`config.mk`:
```
export PLATFORM = sky130hd
export DESIGN_NAME = led_display_row_fetcher_flat
export DESIGN_NICKNAME = d
export VERILOG_FILES = /design/src/rtl/led_display_row_fetcher_if.sv /design/src/rtl/led_display_row_fetcher.sv /design/src/flat_wrapper.sv
export SDC_FILE = /design/constraint.sdc
export NUM_CORES = 1
export LEC_CHECK = 0
export ABC_AREA = 1
export CELL_PAD_IN_SITES_DETAIL_PLACEMENT = 2
export CELL_PAD_IN_SITES_GLOBAL_PLACEMENT = 2
export CORE_MARGIN = 2
export CORE_UTILIZATION = 26
export DETAILED_ROUTE_END_ITERATION = 12
export GPL_TIMING_DRIVEN = 0
export PLACE_DENSITY_LB_ADDON = 0.1
export SETUP_SLACK_MARGIN = 0.02
export SLEW_MARGIN = 30
export SYNTH_ARGS = -nofsm -noshare
export SYNTH_HDL_FRONTEND = slang
export SYNTH_SLANG_ARGS = --single-unit
```
`constraint.sdc`:
```
create_clock -name clk_in -period 2.95 [get_ports clk_in]
set_input_delay 0.4425 -clock clk_in [delete_from_list [all_inputs] [get_ports clk_in]]
set_output_delay 0.4425 -clock clk_in [all_outputs]
set_load 0.1 [all_outputs]
```
`src/rtl/led_display_row_fetcher_if.sv`:
```
// Bus bundle between the row fetcher, the frame RAM and the LED row driver.
//   master : fetcher side (drives RAM address/strobe and the presented row)
//   slave  : RAM + row-consumer side (drives read data and row ready)
// Signals:
//   ram_rd_en_out / ram_address_out / ram_rdata_in  - RAM read port
//   row_out / row_valid_out / row_ready_in          - row handshake
//   row_address_out / frame_sel_out                 - tags of the presented row
interface led_display_row_fetcher_if #(
  parameter int unsigned ROW_WORDS  = 12,
  parameter int unsigned NUM_ROWS   = 16,
  parameter int unsigned RAM_ADDR_W = 32
);
  localparam int unsigned ROW_W      = 32 * ROW_WORDS;
  localparam int unsigned ROW_ADDR_W = $clog2(NUM_ROWS);

  logic                  ram_rd_en_out;
  logic [RAM_ADDR_W-1:0] ram_address_out;
  logic [31:0]           ram_rdata_in;
  logic [ROW_W-1:0]      row_out;
  logic                  row_valid_out;
  logic                  row_ready_in;
  logic [ROW_ADDR_W-1:0] row_address_out;
  logic                  frame_sel_out;

  modport master (
    output ram_rd_en_out, ram_address_out, row_out, row_valid_out, row_address_out,
           frame_sel_out,
    input  ram_rdata_in, row_ready_in
  );

  modport slave (
    input  ram_rd_en_out, ram_address_out, row_out, row_valid_out, row_address_out,
           frame_sel_out,
    output ram_rdata_in, row_ready_in
  );
endinterface

```
`src/rtl/led_display_row_fetcher.sv`:
```
// Fetches one display row (ROW_WORDS 32-bit words) from the frame RAM, tolerating a
// fixed RD_LATENCY read latency, assembles it and presents it with valid/ready.
// The next row fetch starts as soon as the current row is accepted. The frame
// buffer is latched once per frame, when the fetch of row 0 starts.
// Ports:
//   clk_in       - clock, rising edge
//   n_reset_in   - asynchronous active-low reset
//   enable_in    - permits starting a new row fetch
//   frame_sel_in - buffer to display, sampled at the start of row 0
//   bus          - RAM read port and row handshake (master side)
module led_display_row_fetcher #(
  parameter int unsigned           ROW_WORDS  = 12,
  parameter int unsigned           NUM_ROWS   = 16,
  parameter int unsigned           RD_LATENCY = 2,
  parameter int unsigned           RAM_ADDR_W = 32,
  parameter logic [RAM_ADDR_W-1:0] BASE_ADDR  = '0
) (
  input  logic                             clk_in,
  input  logic                             n_reset_in,
  input  logic                             enable_in,
  input  logic                             frame_sel_in,
  led_display_row_fetcher_if.master        bus
);
  localparam int unsigned ROW_W      = 32 * ROW_WORDS;
  localparam int unsigned ROW_ADDR_W = $clog2(NUM_ROWS);
  localparam int unsigned CNT_W      = $clog2(ROW_WORDS + 1);

  localparam logic [RAM_ADDR_W-1:0] FRAME_STRIDE = RAM_ADDR_W'(ROW_WORDS * NUM_ROWS);
  localparam logic [RAM_ADDR_W-1:0] ROW_STRIDE   = RAM_ADDR_W'(ROW_WORDS);
  localparam logic [CNT_W-1:0]      LAST_WORD    = CNT_W'(ROW_WORDS - 1);
  localparam logic [ROW_ADDR_W-1:0] LAST_ROW     = ROW_ADDR_W'(NUM_ROWS - 1);

  typedef enum logic [1:0] {StIdle, StFetch, StDrain, StPresent} state_e;

  state_e                  state_q;
  logic [CNT_W-1:0]        issue_cnt_q;
  logic [CNT_W-1:0]        cap_cnt_q;
  logic [ROW_ADDR_W-1:0]   row_idx_q;
  logic [ROW_ADDR_W-1:0]   row_addr_q;
  logic                    frame_q;
  logic                    frame_out_q;
  logic                    rd_en_q;
  logic                    valid_q;
  logic [RAM_ADDR_W-1:0]   addr_q;
  logic [ROW_W-1:0]        row_q;
  logic [RD_LATENCY-1:0]   cap_pipe_q;

  logic                    transfer;
  logic                    capture;
  logic [ROW_ADDR_W-1:0]   row_inc;
  logic [ROW_ADDR_W-1:0]   start_row;
  logic                    start_frame;
  logic [RAM_ADDR_W-1:0]   start_addr;

  assign transfer = valid_q && bus.row_ready_in;
  assign capture  = cap_pipe_q[RD_LATENCY-1];
  assign row_inc  = (row_idx_q == LAST_ROW) ? '0 : row_idx_q + ROW_ADDR_W'(1);

  // Row/frame/address of a fetch starting at the end of this cycle. From PRESENT a
  // fetch only starts on a transfer, so it targets the following row.
  assign start_row   = (state_q == StPresent) ? row_inc : row_idx_q;
  assign start_frame = (start_row == '0) ? frame_sel_in : frame_q;
  assign start_addr  = BASE_ADDR + (start_frame ? FRAME_STRIDE : '0)
                     + RAM_ADDR_W'(start_row) * ROW_STRIDE;

  always_ff @(posedge clk_in or negedge n_reset_in) begin
    if (!n_reset_in) begin
      state_q     <= StIdle;
      issue_cnt_q <= '0;
      cap_cnt_q   <= '0;
      row_idx_q   <= '0;
      row_addr_q  <= '0;
      frame_q     <= 1'b0;
      frame_out_q <= 1'b0;
      rd_en_q     <= 1'b0;
      valid_q     <= 1'b0;
      addr_q      <= '0;
      row_q       <= '0;
      cap_pipe_q  <= '0;
    end else begin
      // Read-strobe history: bit RD_LATENCY-1 marks cycles where rdata is valid.
      cap_pipe_q[0] <= rd_en_q;
      for (int i = 1; i < int'(RD_LATENCY); i++) begin
        cap_pipe_q[i] <= cap_pipe_q[i-1];
      end

      if (capture && (state_q == StFetch || state_q == StDrain)) begin
        row_q     <= {row_q[ROW_W-33:0], bus.ram_rdata_in};
        cap_cnt_q <= cap_cnt_q + CNT_W'(1);
      end

      unique case (state_q)
        StIdle: begin
          if (enable_in) begin
            state_q     <= StFetch;
            rd_en_q     <= 1'b1;
            addr_q      <= start_addr;
            issue_cnt_q <= '0;
            frame_q     <= start_frame;
          end
        end
        StFetch: begin
          if (issue_cnt_q == LAST_WORD) begin
            state_q <= StDrain;
            rd_en_q <= 1'b0;
          end else begin
            addr_q      <= addr_q + RAM_ADDR_W'(1);
            issue_cnt_q <= issue_cnt_q + CNT_W'(1);
          end
        end
        StDrain: begin
          if (capture && cap_cnt_q == LAST_WORD) begin
            state_q     <= StPresent;
            valid_q     <= 1'b1;
            cap_cnt_q   <= '0;
            row_addr_q  <= row_idx_q;
            frame_out_q <= frame_q;
          end
        end
        StPresent: begin
          if (transfer) begin
            valid_q   <= 1'b0;
            row_idx_q <= start_row;
            if (enable_in) begin
              state_q     <= StFetch;
              rd_en_q     <= 1'b1;
              addr_q      <= start_addr;
              issue_cnt_q <= '0;
              frame_q     <= start_frame;
            end else begin
              state_q <= StIdle;
            end
          end
        end
        default: state_q <= StIdle;
      endcase
    end
  end

  assign bus.ram_rd_en_out   = rd_en_q;
  assign bus.ram_address_out = addr_q;
  assign bus.row_out         = row_q;
  assign bus.row_valid_out   = valid_q;
  assign bus.row_address_out = row_addr_q;
  assign bus.frame_sel_out   = frame_out_q;
endmodule

```
`src/flat_wrapper.sv`:
```
// flat-port wrapper written by rule: the top's interface ports become plain ports
module led_display_row_fetcher_flat 
#(
  parameter int unsigned           ROW_WORDS  = 12,
  parameter int unsigned           NUM_ROWS   = 16,
  parameter int unsigned           RD_LATENCY = 2,
  parameter int unsigned           RAM_ADDR_W = 32,
  parameter logic [RAM_ADDR_W-1:0] BASE_ADDR  = '0
)
  (clk_in, n_reset_in, enable_in, frame_sel_in, bus_ram_rd_en_out, bus_ram_address_out, bus_row_out, bus_row_valid_out, bus_row_address_out, bus_frame_sel_out, bus_ram_rdata_in, bus_row_ready_in);
  led_display_row_fetcher_if #(.ROW_WORDS(ROW_WORDS), .NUM_ROWS(NUM_ROWS), .RAM_ADDR_W(RAM_ADDR_W)) bus_i ();
  input  logic clk_in;
  input  logic n_reset_in;
  input  logic enable_in;
  input  logic frame_sel_in;
  output wire logic [$bits(bus_i.ram_rd_en_out)-1:0] bus_ram_rd_en_out;
  output wire logic [$bits(bus_i.ram_address_out)-1:0] bus_ram_address_out;
  output wire logic [$bits(bus_i.row_out)-1:0] bus_row_out;
  output wire logic [$bits(bus_i.row_valid_out)-1:0] bus_row_valid_out;
  output wire logic [$bits(bus_i.row_address_out)-1:0] bus_row_address_out;
  output wire logic [$bits(bus_i.frame_sel_out)-1:0] bus_frame_sel_out;
  input wire logic [$bits(bus_i.ram_rdata_in)-1:0] bus_ram_rdata_in;
  input wire logic [$bits(bus_i.row_ready_in)-1:0] bus_row_ready_in;
  assign bus_ram_rd_en_out = bus_i.ram_rd_en_out;
  assign bus_ram_address_out = bus_i.ram_address_out;
  assign bus_row_out = bus_i.row_out;
  assign bus_row_valid_out = bus_i.row_valid_out;
  assign bus_row_address_out = bus_i.row_address_out;
  assign bus_frame_sel_out = bus_i.frame_sel_out;
  assign bus_i.ram_rdata_in = bus_ram_rdata_in;
  assign bus_i.row_ready_in = bus_row_ready_in;
  led_display_row_fetcher #(.ROW_WORDS(ROW_WORDS), .NUM_ROWS(NUM_ROWS), .RD_LATENCY(RD_LATENCY), .RAM_ADDR_W(RAM_ADDR_W), .BASE_ADDR(BASE_ADDR)) u_core (.clk_in(clk_in), .n_reset_in(n_reset_in), .enable_in(enable_in), .frame_sel_in(frame_sel_in), .bus(bus_i));
endmodule
```
Yosys cells after proc, flatten, opt, wreduce, memory -nomap -nowiden
Index checks and enable logic that the tools add are counted.
{"block": "word_totals", "ff_bits": 440, "in_bits": 37, "out_inout_bits": 423, "elab_cells": 76}
{"block": "classes", "n_addsub": 5, "n_mul": 1, "n_eq_ne": 11, "mux": 31, "reduce_logical": 16}
{"op": "$mux 32", "count": 3}
{"op": "$pmux 32 s3", "count": 1}
{"op": "$add 32x1->32 const B", "count": 1}
{"op": "$add 32x8->32", "count": 1}
{"op": "$mux 4", "count": 8}
{"op": "$add 4x1->4 const B", "count": 3}
{"op": "$eq 4x4->1 const B", "count": 3}
{"op": "$pmux 4 s3", "count": 1}
{"op": "$mux 1", "count": 9}
{"op": "$reduce_and 3->1", "count": 3}
{"op": "$mux 2", "count": 4}
{"op": "$mux 8", "count": 1}
{"op": "$ne 2x2->1 const B", "count": 4}
{"op": "$pmux 2 s4", "count": 1}
{"op": "$mul 4x2->6 const B", "count": 1}
{"op": "$reduce_and 2->1", "count": 3}
{"op": "$eq 2x2->1 const B", "count": 2}
{"op": "$logic_not 4->1", "count": 1}
{"op": "$pmux 1 s2", "count": 2}
{"op": "$reduce_and 4->1", "count": 1}
{"op": "$reduce_bool 2->1", "count": 2}
{"op": "$logic_and 1x1->1", "count": 3}
{"op": "$pmux 1 s3", "count": 1}
{"op": "$reduce_bool 3->1", "count": 1}
{"op": "other kinds (4)", "count": 4}

Depth between registers and ports, before layout
Gate-level depths: netlist of the first run.
{"block": "depth", "ltp_word": 10, "ltp_mapped": 17, "ltp_nobuf": 16}

Worst setup path before layout of the first run
Ideal clock, no wire load.
{"block": "synth_timing", "path_type": "register to register", "startpoint": "register u_core.state_q[0]", "endpoint": "register u_core.addr_q[7] (netlist: u_core.bus.ram_address_out[7])", "setup_time_ps": 125, "arrival_ps": 2746, "setup_slack_ps": 79, "path_stages_with_launch": 18, "period_less_slack_ps": 2871, "path_cell_list": "dfrtp_1 ha_1 buf_2 nand2_1 nor2_1 inv_1 nand2_1 inv_1 ha_1 a21oi_1 o21ai_0 xnor2_1 ha_1 inv_1 fa_1 nand2_1 nand2_1 o21ai_1"}
{"block": "synth_via", "elab_chain_cells": 9}
{"element": "start, declared", "line_no": "led_display_row_fetcher.sv:35", "text": "state_e state_q;"}
{"element": "start signal, assigned", "line_no": "led_display_row_fetcher.sv:68", "text": "state_q <= StIdle;"}
{"element": "start signal, assigned", "line_no": "led_display_row_fetcher.sv:95", "text": "state_q <= StFetch;"}
{"element": "start signal, assigned", "line_no": "led_display_row_fetcher.sv:104", "text": "state_q <= StDrain;"}
{"element": "$eq 2x2->1 *", "line_no": "led_display_row_fetcher.sv:61", "text": "assign start_row = (state_q == StPresent) ? row_inc : row_idx_q;"}
{"element": "$mux 4 *", "line_no": "led_display_row_fetcher.sv:61"}
{"element": "via u_core.start_row[2]", "line_no": "led_display_row_fetcher.sv:51", "text": "logic [ROW_ADDR_W-1:0] start_row;"}
{"element": "parallel branches: the longest is 3 deep, another holds $mul 4x2->6"}
{"element": "$add 32x8->32 *", "line_no": "led_display_row_fetcher.sv:64", "text": "+ RAM_ADDR_W'(start_row) * ROW_STRIDE;"}
{"element": "$mux 32 *", "line_no": "led_display_row_fetcher.sv:94, led_display_row_fetcher.sv:124"}
{"element": "$mux 32", "line_no": "led_display_row_fetcher.sv:121", "text": "if (transfer) begin"}
{"element": "$pmux 32 s3 *", "line_no": "led_display_row_fetcher.sv:92", "text": "unique case (state_q)"}
{"element": "end signal, assigned", "line_no": "led_display_row_fetcher.sv:97", "text": "addr_q <= start_addr;"}
{"element": "end signal, assigned", "line_no": "led_display_row_fetcher.sv:107", "text": "addr_q <= addr_q + RAM_ADDR_W'(1);"}
{"element": "end signal, assigned", "line_no": "led_display_row_fetcher.sv:127", "text": "addr_q <= start_addr;"}
{"element": "end, declared", "line_no": "led_display_row_fetcher.sv:44", "text": "logic [RAM_ADDR_W-1:0] addr_q;"}
Mark *: on every way through the listed nets, which the timed path passes. The select of a mux whose other input is x is not followed.
A chain may end at the register's enable or synchronous reset.

Final worst setup path of the first run
{"block": "layout_timing", "startpoint": "register u_core.row_q[350] (netlist: u_core.bus.row_out[350])", "endpoint": "output port bus_row_out[350]"}
{"element": "start, declared", "line_no": "led_display_row_fetcher.sv:45", "text": "logic [ROW_W-1:0] row_q;"}
{"element": "start signal, assigned", "line_no": "led_display_row_fetcher.sv:88", "text": "row_q <= {row_q[ROW_W-33:0], bus.ram_rdata_in};"}
{"element": "end, declared", "line_no": "flat_wrapper.sv:18", "text": "output wire logic [$bits(bus_i.row_out)-1:0] bus_row_out;"}
No word-level cell between the ends.

==> reports/summary.log, run 1 <==
qor: setup_path.timing.reg2reg.worst_path_depth 12
qor: yosys.synth.yosys.warnings 0
qor: setup_path.timing.critical_path.to_type output port
qor: yosys.synth_ff_type dfrtp_1
qor: min_path.hold_path.class in -> async
qor: setup_path.crit_path_cell_trace clkdlybuf4s50_1
qor: yosys.synth-edff-count 0
qor: detailed_routing.drt_iter0_markers 616
qor: setup_path.critical_path_buf_inv_count 1
qor: setup_path.critical_path.startpoint_type flip-flop
qor: yosys.synth-seq-cells 440
qor: sta.maxSlewHeadroom 30.0%
qor: sta.timing.fmax 362 MHz
qor: placement.place.gp.congestion 0.803
qor: grt.gr_overflow_total 0
qor: layout.antenna_cells_inserted 0
qor: floorplan.floorplan.die.height 265 µm
qor: clock_tree.tritoncts done
qor: grt.grt_antenna_before_repair 1
qor: placement.place_hpwl 53900 µm
qor: yosys.ys_top_cells_by_area dfrtp_1 (62%), nand2_1 (24%), o21ai_0 (2.7%)
qor: layout.area_growth_syn_to_layout 39.9%
qor: sta.tightest_slew 1.05 ns
qor: clock_tree.clk_latency 0.60 ns
qor: floorplan.die_width 265 µm
qor: yosys.postSynth.asyncResetShare 100%
qor: layout.final_nets 2632
qor: yosys.netlist_top_cells_count nand2_1 (1151), dfrtp_1 (440), o21ai_0 (96), inv_1 (88), nor2_1 (65)
qor: status.run_status finished, final reports clean
qor: clock_tree.cts_sinks 440
qor: floorplan.num_io_pins 460
qor: setup_path.timing.critical_path.max_delay_family buffers and inverters
qor: clock_tree.cts_max_level 2
qor: detailed_routing.via_per_inst 4.40
qor: sta.final-max-slew-violation-count 0
qor: floorplan.coreArea 67300 µm²
qor: grt.first_global_vias 17241
qor: grt.grt_pass1_wl 109000 µm
qor: sta.timing.final.setup_violations 0
qor: setup_path.regToRegSetupSlack 0.21 ns
qor: sta.worst_clock_skew 0.0180 ns
qor: sta.timing.final.crit_period 2.76 ns
qor: setup_path.r2r_end u_core.bus.ram_address_out[7]
qor: floorplan.rows 95
qor: detailed_routing.antenna_left 0
qor: detailed_routing.vias 15313
qor: setup_path.critPathKind reg -> out
qor: clock_tree.clock_tree.buffer_depth 3
qor: setup_path.timing.critical_path.arrival 2.32 ns
qor: yosys.synthesis.nets 2104
qor: job.maxCapViolCount 0
qor: setup_path.worstReg2RegStart u_core.state_q[0]
qor: yosys.synth.avg_cell_area 8.63 µm²
qor: grt.grt_use_total 20.1%
qor: floorplan.die_area 70100 µm²
qor: detailed_routing.wl_cell 20.0 µm
qor: layout.stdcell_count 3479
qor: setup_path.crit_fanout 3
qor: clock_tree.clock_root_buffer clkbuf_16
qor: grt.maximum_number_of_pins_on_one_net_before_global_route_repair 77
qor: sta.final.period_utilization 93.7%
qor: clock_tree.clk_pin_slew 0.06 ns
qor: setup_path.critPathRequiredTime 2.51 ns
qor: yosys.post_synth_inst_count 2048
qor: sta.totalNegativeSetupSlack 0 ns
qor: placement.numPlacedInstances 3386
qor: detailed_routing.firstDrtPassIters 4
qor: floorplan.effective_utilization_at_floorplan 26.3%
qor: detailed_routing.totalWireLength 69400 µm
qor: placement.buffer_ports.inserted 459
qor: layout.layout-drive-gt1-share 10.9%
qor: clock_tree.number_of_buffers_created_by_cts 53
qor: yosys.netlist-cell-type-count 34
qor: yosys.synth_most_common_cell nand2_1
qor: detailed_routing.drcViolationCount 0
qor: yosys.yosysSeqAreaShare 62.3%
qor: yosys.yosys.area.top_type_share 62.3%
qor: yosys.post_synth_instance_area 17700 µm²
qor: setup_path.crit_path_top_delay_cell clkdlybuf4s50_1
qor: setup_path.timing.critical_path.slowest_cell_delay 1.21 ns
qor: sta.hold_violations 0
qor: yosys.synth_largest_area_cell dfrtp_1
qor: sta.grt_setup_unrepaired no
## logic make-up (layout without fill, tap and decap cells)
group | Yosys count | count (layout) | synth area share (%)
compound gates | 134 | 134 | 3.99
flops | 440 | 440 | 62.3
simple gates | 1265 | 1265 | 27.6
buf+inv | 183 | 741 | 4.31
mux | 1 | 1 | 0.0566
fa+ha+maj | 19 | 19 | 1.43
xor+xnor | 6 | 6 | 0.297
## worst max path at each step
stage,to,start,cells after the start,slack (ns)
2_1_floorplan,u_core.bus.ram_address_out[7],u_core.state_q[0],17,0.08
3_3_place_gp,u_core.bus.ram_address_out[28],n_reset_in,1,-19.43
3_5_place_dp,u_core.bus.ram_address_out[7],u_core.state_q[0],17,-0.47
4_1_cts,u_core.bus.ram_address_out[7],u_core.state_q[1],17,0.03
5_1_grt,u_core.bus.ram_address_out[7],u_core.state_q[1],15,0.05
6_report,bus_row_out[350],u_core.bus.row_out[350],1,0.19
## per-layer routing
metal	global-route usage, %	share of wire [%]	vias to the layer above
met3	5.81	7.0	76
li1	-	-	7354
met1	24.8	42	7553
met5	0	0	-
met2	34.5	49	330
met4	5.07	2.2	0
## placed cells by master, fill, tap and decap left out, drive strengths merged, types with 2 or more instances in the layout
master         Yosys  routed
clkinv             0       3
clkbuf            39     119
buf               56     185
a21oi             26      26
nand3             30      30
o21ai             99      99
nand2           1153    1153
xnor2              2       2
fa                 2       2
inv               88      89
clkdlybuf4s50      0     341
ha                17      17
o31ai              3       3
o211ai             2       2
nor2              72      72
nand4              5       5
dfrtp            440     440
nor3               3       3
xor2               4       4
## registers in the layout, summed over array words and instances, names as in the netlist
signal / flops
u_core.bus.row_out: 384
u_core.bus.ram_address_out: 32
u_core.bus.row_address_out: 4
u_core.cap_cnt_q: 4
u_core.issue_cnt_q: 4
u_core.row_idx_q: 4
u_core.cap_pipe_q: 2
u_core.state_q: 2
u_core.bus.frame_sel_out: 1
u_core.bus.ram_rd_en_out: 1
u_core.bus.row_valid_out: 1
u_core.frame_q: 1
## stage by stage
step	util (%)	hold WS [ns]	setup slack, ns	area (µm²)
finish	36.8	0.351	0.185	24700
global route	36.8	0.363	0.0516	24700
floorplan	-	0.147	0.0788	17700
detailed placement	34.2	0.346	-0.470	23000
global placement	34.7	0.337	-19.43	23400
CTS	36.8	0.339	0.0323	24800
## timing repair
action,CTS,global route
pin swaps,6,10
gates resized for setup,15,13
hold buffers,1,0
hold endpoints to repair,50,0
endpoints found under the setup margin,3,3
buffers inserted,5,3
## cell type report
type	instances	area (µm²)
fillers	7484	42500
clock inverters	6	61.3
inverters	88	330
plain buffers	94	429
repair buffers	474	4250
well taps	873	1090
clock buffers	79	1570
flip-flops and latches	440	11000
multi-input cells	1425	5980
Power of run 1 is left out: the tool's default activity adds up to more than one toggle a clock period on the data nets, which glitch-free logic cannot reach.
==> run 2: changes to the inputs <==
--- a/config.mk
+++ b/config.mk
@@ -6,10 +6,11 @@
 export NUM_CORES = 1
 export LEC_CHECK = 0
 export ABC_AREA = 1
+export CAP_MARGIN = 20
 export CELL_PAD_IN_SITES_DETAIL_PLACEMENT = 2
 export CELL_PAD_IN_SITES_GLOBAL_PLACEMENT = 2
 export CORE_MARGIN = 2
-export CORE_UTILIZATION = 26
+export CORE_UTILIZATION = 28
 export DETAILED_ROUTE_END_ITERATION = 12
 export GPL_TIMING_DRIVEN = 0
 export PLACE_DENSITY_LB_ADDON = 0.1
==> constraint.sdc (replaced) <==
create_clock -name clk_in -period 3.1 [get_ports clk_in]
set_input_delay 0.465 -clock clk_in [delete_from_list [all_inputs] [get_ports clk_in]]
set_output_delay 0.465 -clock clk_in [all_outputs]
set_load 0.1 [all_outputs]
==> run 2 against run 1 <==
Hold slack better by 0.0063 ns; critical path depth is 16 higher; non-clock buffer count is 4 lower; sequential cell count stayed put; sequential share of layout area is 0.11 points higher; worst setup slack worse by 0.041 ns; critical path type is now reg -> reg.
==> reports/summary.log, run 2 (synthesis results as in run 1) <==
qor: detailed_routing.vias 15432 [+0.78%]
qor: detailed_routing.via_per_inst 4.46 [+1.4%]
qor: job.maxCapViolCount 0 [unchanged]
qor: setup_path.timing.critical_path.slowest_cell_delay 0.55 ns [-0.66 ns]
qor: sta.grt_setup_unrepaired yes
qor: clock_tree.clock_root_buffer clkbuf_16
qor: floorplan.rows 92 [-3.2%]
qor: setup_path.worstReg2RegStart u_core.state_q[0]
qor: clock_tree.number_of_buffers_created_by_cts 52 [-1.9%]
qor: min_path.hold_path.class reg -> reg
qor: floorplan.floorplan.die.height 255 µm [-3.6%]
qor: clock_tree.cts_sinks 440 [unchanged]
qor: grt.grt_use_total 21.1% [+1.0 points]
qor: layout.layout.cells.most_common_list nand2_1 (1148), dfrtp_1 (439), clkdlybuf4s50_1 (336), buf_2 (162), o21ai_0 (94)
qor: clock_tree.cts_max_level 2 [unchanged]
qor: placement.place.gp.congestion 0.822 [+2.4%]
qor: detailed_routing.drt_iter0_markers 713 [+16%]
qor: status.run_status finished, final reports clean
qor: layout.utilization 39.3% [+2.6 points]
qor: grt.maximum_number_of_pins_on_one_net_before_global_route_repair 85 [+10%]
qor: layout.final_nets 2627 [-0.19%]
qor: detailed_routing.antenna_left 0 [unchanged]
qor: grt.grt_antenna_before_repair 1 [unchanged]
qor: detailed_routing.drcViolationCount 0 [unchanged]
qor: sta.timing.final.crit_period 2.96 ns
qor: floorplan.die_area 65100 µm² [-7.0%]
qor: layout.layout-drive-gt1-share 11.1% [+0.12 points]
qor: layout.most_frequent_standard_cell_in_the_layout_excluding_fill_and_tap_cells nand2_1
qor: setup_path.critPathKind reg -> reg
qor: setup_path.crit_path_cell_trace ha_4, buf_6, nand2_1, nor2_1, nand2_1, nand2_1, inv_2, ha_4, nand2_1, o21ai_2, xnor2_2, ha_2, inv_1, fa_1, nand2_2, nand2_1, o21ai_1
qor: floorplan.coreArea 62700 µm² [-6.8%]
qor: floorplan.effective_utilization_at_floorplan 28.2% [+1.9 points]
qor: clock_tree.clk_latency 0.60 ns [about the same]
qor: setup_path.r2r_end u_core.bus.ram_address_out[7]
qor: layout.antenna_cells_inserted 0 [unchanged]
qor: placement.buffer_ports.inserted 459 [unchanged]
qor: setup_path.crit_path_end u_core.bus.ram_address_out[7]
qor: sta.final.period_utilization 95.3%
qor: floorplan.die_width 255 µm [-3.6%]
qor: setup_path.crit_fanout 10 [+7]
qor: grt.gr_overflow_total 0 [unchanged]
qor: sta.tightest_slew 1.05 ns [+0.00112 ns]
qor: setup_path.critPathRequiredTime 3.57 ns [+1.06 ns]
qor: sta.timing.fmax 338 MHz
qor: detailed_routing.totalWireLength 68300 µm [-1.6%]
qor: setup_path.crit_start u_core.state_q[0]
qor: detailed_routing.wl_cell 19.8 µm [-1.0%]
qor: sta.worst_clock_skew 0.0170 ns [-0.000986 ns]
qor: placement.dpl-instance-area 23000 µm² [-0.21%]
qor: layout.largest_register_ff_count 384 [unchanged]
qor: setup_path.critical_path.startpoint_type flip-flop
qor: setup_path.path_common_cell nand2_1
qor: clock_tree.tritoncts done
qor: sta.maxSlewHeadroom 30.0% [-0.075 points]
qor: setup_path.regToRegSetupSlack 0.14 ns [-0.07 ns]
qor: layout.area_growth_syn_to_layout 39.6%
qor: layout.final_area 24700 µm² [-0.25%]
qor: setup_path.timing.critical_path.max_delay_family adder cells
qor: grt.first_global_vias 17303 [+0.36%]
qor: floorplan.num_io_pins 460 [unchanged]
qor: sta.timing.final.setup_violations 0 [unchanged]
qor: sta.final-max-slew-violation-count 0 [unchanged]
qor: clock_tree.clk_pin_slew 0.06 ns [about the same]
qor: setup_path.critical_path_buf_inv_count 3 [+2]
qor: setup_path.timing.critical_path.to_type flip-flop
qor: setup_path.critical_path_depth 17 [+16]
qor: setup_path.timing.reg2reg.worst_path_depth 17 [+5]
qor: sta.hold_violations 0 [unchanged]
qor: placement.place_hpwl 52900 µm [-2.0%]
qor: setup_path.crit_path_top_delay_cell fa_1
qor: min_path.min_path_cells 0
qor: clock_tree.clock_tree.buffer_depth 3 [unchanged]
qor: grt.grt_pass1_wl 105000 µm [-3.0%]
qor: setup_path.timing.critical_path.arrival 3.42 ns [+1.10 ns]
qor: detailed_routing.firstDrtPassIters 6 [+2]
-- run 2: changes by cell type in the layout (fill, tap and decap cells not counted), sizes merged --
cell	before	now
clkdlybuf4s50	341	336
bufinv	1	2
dlymetal6s2s	1	0
buf	185	184
inv	89	90
clkinv	3	6
clkbuf	119	125
clkinvlp	1	4
-- run 2: how the worst min path moves through the flow --
stage,startpoint,end,slack (ns)
after detailed placement,u_core.cap_pipe_q[0],u_core.cap_pipe_q[1],0.35
final,u_core.cap_pipe_q[0],u_core.cap_pipe_q[1],0.36
after floorplan,n_reset_in,u_core.bus.frame_sel_out,0.17
after global routing,u_core.cap_pipe_q[0],u_core.cap_pipe_q[1],0.37
after CTS,u_core.cap_pipe_q[0],u_core.cap_pipe_q[1],0.36
after global placement,u_core.cap_pipe_q[0],u_core.cap_pipe_q[1],0.33
-- run 2: routing by layer --
metal	up-vias	GRT usage (%)	share of wire, %
li1	7337	-	-
met1	7639	25.5	40
met2	359	36.2	49
met3	97	6.31	7.9
met4	0	6.68	3.0
met5	-	0	0
-- run 2: metrics by stage --
step                        TNS, ns  instances  worst slack, ns  hold WS, ns
after floorplan                   0       2048            0.229        0.169
after global placement     -8322.16       3353           -19.03        0.334
after detailed placement     -0.756       3358           -0.372        0.347
after CTS                         0       3458           0.0251        0.361
after global routing      -0.000747       3459        -0.000747        0.370
final                             0       3459            0.144        0.358
-- run 2: worst register-to-register path, cell delays in order (launching register included) --
cell	delay [ns]
dfrtp_2	0.39
ha_4	0.16
buf_6	0.13
nand2_1	0.09
nor2_1	0.13
nand2_1	0.06
nand2_1	0.12
inv_2	0.07
ha_4	0.29
nand2_1	0.07
o21ai_2	0.16
xnor2_2	0.14
ha_2	0.18
inv_1	0.05
fa_1	0.55
nand2_2	0.09
nand2_1	0.07
o21ai_1	0.07
-- run 2: layout make-up --
| cell class | count | area [µm²] |
|---|---|---|
| Clock inverter | 14 | 138 |
| Inverter | 88 | 330 |
| Tap cell | 846 | 1060 |
| Multi-Input combinational cell | 1425 | 5960 |
| Timing Repair Buffer | 469 | 4170 |
| Fill cell | 6997 | 38100 |
| Buffer | 95 | 439 |
| Sequential cell | 440 | 11000 |
| Clock buffer | 82 | 1570 |
-- run 2: repair_timing --
| action | CTS | global route |
|---|---|---|
| buffers inserted | 3 | 1 |
| gates cloned | 0 | 0 |
| endpoints found under the setup margin | 3 | 2 |
| hold endpoints to repair | 61 | 0 |
| hold buffers | 1 | 0 |
| resized for setup | 10 | 9 |
| pin swaps | 4 | 3 |
Power of run 2 is left out for the same reason.
==> run 3: changes to the inputs <==
--- a/config.mk
+++ b/config.mk
@@ -14,6 +14,7 @@
 export DETAILED_ROUTE_END_ITERATION = 12
 export GPL_TIMING_DRIVEN = 0
 export PLACE_DENSITY_LB_ADDON = 0.1
+export RECOVER_POWER = 100
 export SETUP_SLACK_MARGIN = 0.02
 export SLEW_MARGIN = 30
 export SYNTH_ARGS = -nofsm -noshare
==> run 3 against run 2 <==
Wire length is essentially flat; hold slack gained 0.0050 ns; design area shrank 1.2%; critical path depth is the same; clock skew is essentially flat; global-route usage is the same; critical endpoint unchanged; clock-buffer cell count is the same; non-clock buffer count is the same; sequential cell count is the same; register-to-register slack is essentially flat; sequential share of layout area grew 0.52 points; die area is the same.
==> reports/summary.log, run 3 (synthesis results as in run 1) <==
qor: clock_tree.clock_root_buffer clkbuf_16
qor: min_path.hold_path.class reg -> reg
qor: detailed_routing.totalWireLength 68400 µm [about the same]
qor: detailed_routing.via_per_inst 4.47 [+0.14%]
qor: setup_path.critPathRequiredTime 3.57 ns [about the same]
qor: layout.final_area 24400 µm² [-1.2%]
qor: sta.maxSlewHeadroom 7.94% [-22 points]
qor: setup_path.crit_fanout 10 [unchanged]
qor: layout.antenna_cells_inserted 0 [unchanged]
qor: floorplan.effective_utilization_at_floorplan 28.2% [unchanged]
qor: sta.worst_clock_skew 0.0166 ns [-0.000459 ns]
qor: sta.final-max-slew-violation-count 0 [unchanged]
qor: detailed_routing.antenna_left 0 [unchanged]
qor: job.maxCapViolCount 0 [unchanged]
qor: detailed_routing.vias 15454 [+0.14%]
qor: setup_path.regToRegSetupSlack 0.14 ns [about the same]
qor: floorplan.coreArea 62700 µm² [unchanged]
qor: clock_tree.clk_latency 0.60 ns [about the same]
qor: layout.layout.area.seq 11000 µm² [unchanged]
qor: floorplan.floorplan.die.height 255 µm [unchanged]
qor: sta.final.period_utilization 95.4% [about the same]
qor: placement.dpl-instance-area 23000 µm² [unchanged]
qor: setup_path.timing.reg2reg.worst_path_depth 17 [unchanged]
qor: grt.grt_use_total 21.1% [unchanged]
qor: setup_path.r2r_end u_core.bus.ram_address_out[7]
qor: detailed_routing.drcViolationCount 0 [unchanged]
qor: detailed_routing.wl_cell 19.8 µm [about the same]
qor: clock_tree.tritoncts done
qor: layout.layout.cells.most_common_list nand2_1 (1148), dfrtp_1 (439), dlygate4sd3_1 (302), clkbuf_1 (194), o21ai_0 (94)
qor: layout.most_frequent_standard_cell_in_the_layout_excluding_fill_and_tap_cells nand2_1
qor: grt.maximum_number_of_pins_on_one_net_before_global_route_repair 85 [unchanged]
qor: setup_path.crit_path_end u_core.bus.ram_address_out[7]
qor: detailed_routing.drt_iter0_markers 692 [-2.9%]
qor: setup_path.crit_start u_core.state_q[0]
qor: clock_tree.clock_tree.buffer_depth 3 [unchanged]
qor: floorplan.die_width 255 µm [unchanged]
qor: grt.gr_overflow_total 0 [unchanged]
qor: floorplan.die_area 65100 µm² [unchanged]
qor: clock_tree.cts_sinks 440 [unchanged]
qor: setup_path.worstReg2RegStart u_core.state_q[0]
qor: layout.layout-drive-gt1-share 5.74% [-5.3 points]
qor: setup_path.timing.critical_path.to_type flip-flop
qor: layout.largest_register_ff_count 384 [unchanged]
qor: clock_tree.number_of_buffers_created_by_cts 52 [unchanged]
qor: setup_path.timing.critical_path.arrival 3.42 ns [about the same]
qor: sta.grt_setup_unrepaired yes
qor: placement.place_hpwl 52900 µm [unchanged]
qor: sta.hold_violations 0 [unchanged]
qor: floorplan.num_io_pins 460 [unchanged]
qor: grt.grt_pass1_wl 105000 µm [unchanged]
qor: grt.grt_antenna_before_repair 2 [+1]
qor: detailed_routing.firstDrtPassIters 4 [-2]
qor: layout.final_nets 2627 [unchanged]
qor: sta.timing.final.setup_violations 0 [unchanged]
qor: layout.multiInputGateArea 5920 µm² [-0.67%]
qor: placement.place.gp.congestion 0.822 [unchanged]
qor: floorplan.rows 92 [unchanged]
qor: setup_path.critical_path.startpoint_type flip-flop
qor: placement.buffer_ports.inserted 459 [unchanged]
qor: clock_tree.cts_max_level 2 [unchanged]
qor: clock_tree.clk_pin_slew 0.06 ns [about the same]
qor: grt.first_global_vias 17303 [unchanged]
qor: layout.fill_count 7090 [+1.3%]
qor: sta.tightest_slew 1.39 ns [+0.340 ns]
qor: setup_path.critPathKind reg -> reg
qor: layout.area_growth_syn_to_layout 38.0%
qor: sta.timing.fmax 338 MHz [about the same]
qor: sta.timing.final.crit_period 2.96 ns [+0.00107 ns]
qor: status.run_status finished, final reports clean
-- run 3: cell type report --
class                   instances  area share [%]
repair buffers                469            16.2
flip-flops and latches        440            45.2
multi-input cells            1425            24.3
inverters                      88            1.35
clock buffers                  82            6.42
well taps                     846            4.34
plain buffers                  95            1.67
clock inverters                14           0.564
-- run 3: critical path: stages (launching register included) --
cell and delay [ns]:
dfrtp_2 0.39, ha_4 0.16, buf_6 0.13, nand2_1 0.09
nor2_1 0.13, nand2_1 0.06, nand2_1 0.12, inv_2 0.07
ha_4 0.29, nand2_1 0.07, o21ai_2 0.16, xnor2_2 0.14
ha_2 0.18, inv_1 0.05, fa_1 0.55, nand2_2 0.09
nand2_1 0.07, o21ai_1 0.07
-- run 3: how the worst min path moves through the flow --
stage	slack, ns	depth (start not counted)	to	start
floorplan	0.17	0	u_core.bus.frame_sel_out	n_reset_in
global placement	0.33	0	u_core.cap_pipe_q[1]	u_core.cap_pipe_q[0]
detailed placement	0.35	0	u_core.cap_pipe_q[1]	u_core.cap_pipe_q[0]
CTS	0.36	0	u_core.cap_pipe_q[1]	u_core.cap_pipe_q[0]
global route	0.37	0	u_core.cap_pipe_q[1]	u_core.cap_pipe_q[0]
finish	0.36	0	u_core.cap_pipe_q[1]	u_core.cap_pipe_q[0]
-- run 3: metal layers --
metal | part of all wire (%) | routed length (µm) | vias up | global-route usage, %
met4 | 3.0 | 2050 | 0 | 6.68
met3 | 7.6 | 5190 | 97 | 6.31
li1 | - | - | 7345 | -
met5 | 0 | 0 | - | 0
met1 | 40 | 27500 | 7657 | 25.5
met2 | 49 | 33600 | 355 | 36.2
-- run 3: stage by stage --
stage	utilization, %	TNS, ns	hold slack [ns]	setup slack (ns)	instances
after detailed placement	36.6	-0.756	0.347	-0.372	3358
after global routing	38.9	-0.0114	0.370	-0.00448	3459
after CTS	39.4	0	0.361	0.0251	3458
final	38.9	0	0.363	0.143	3459
after floorplan	-	0	0.169	0.229	2048
after global placement	37.2	-8322.16	0.334	-19.03	3353
-- run 3: timing repair --
action                     4_1_cts  5_1_grt
setup endpoints to repair        3        2
hold buffers                     1        0
hold endpoints to repair        61        0
resized for setup               10        9
buffers inserted                 3        1
pin swaps                        4        3
Power of run 3 is left out for the same reason.
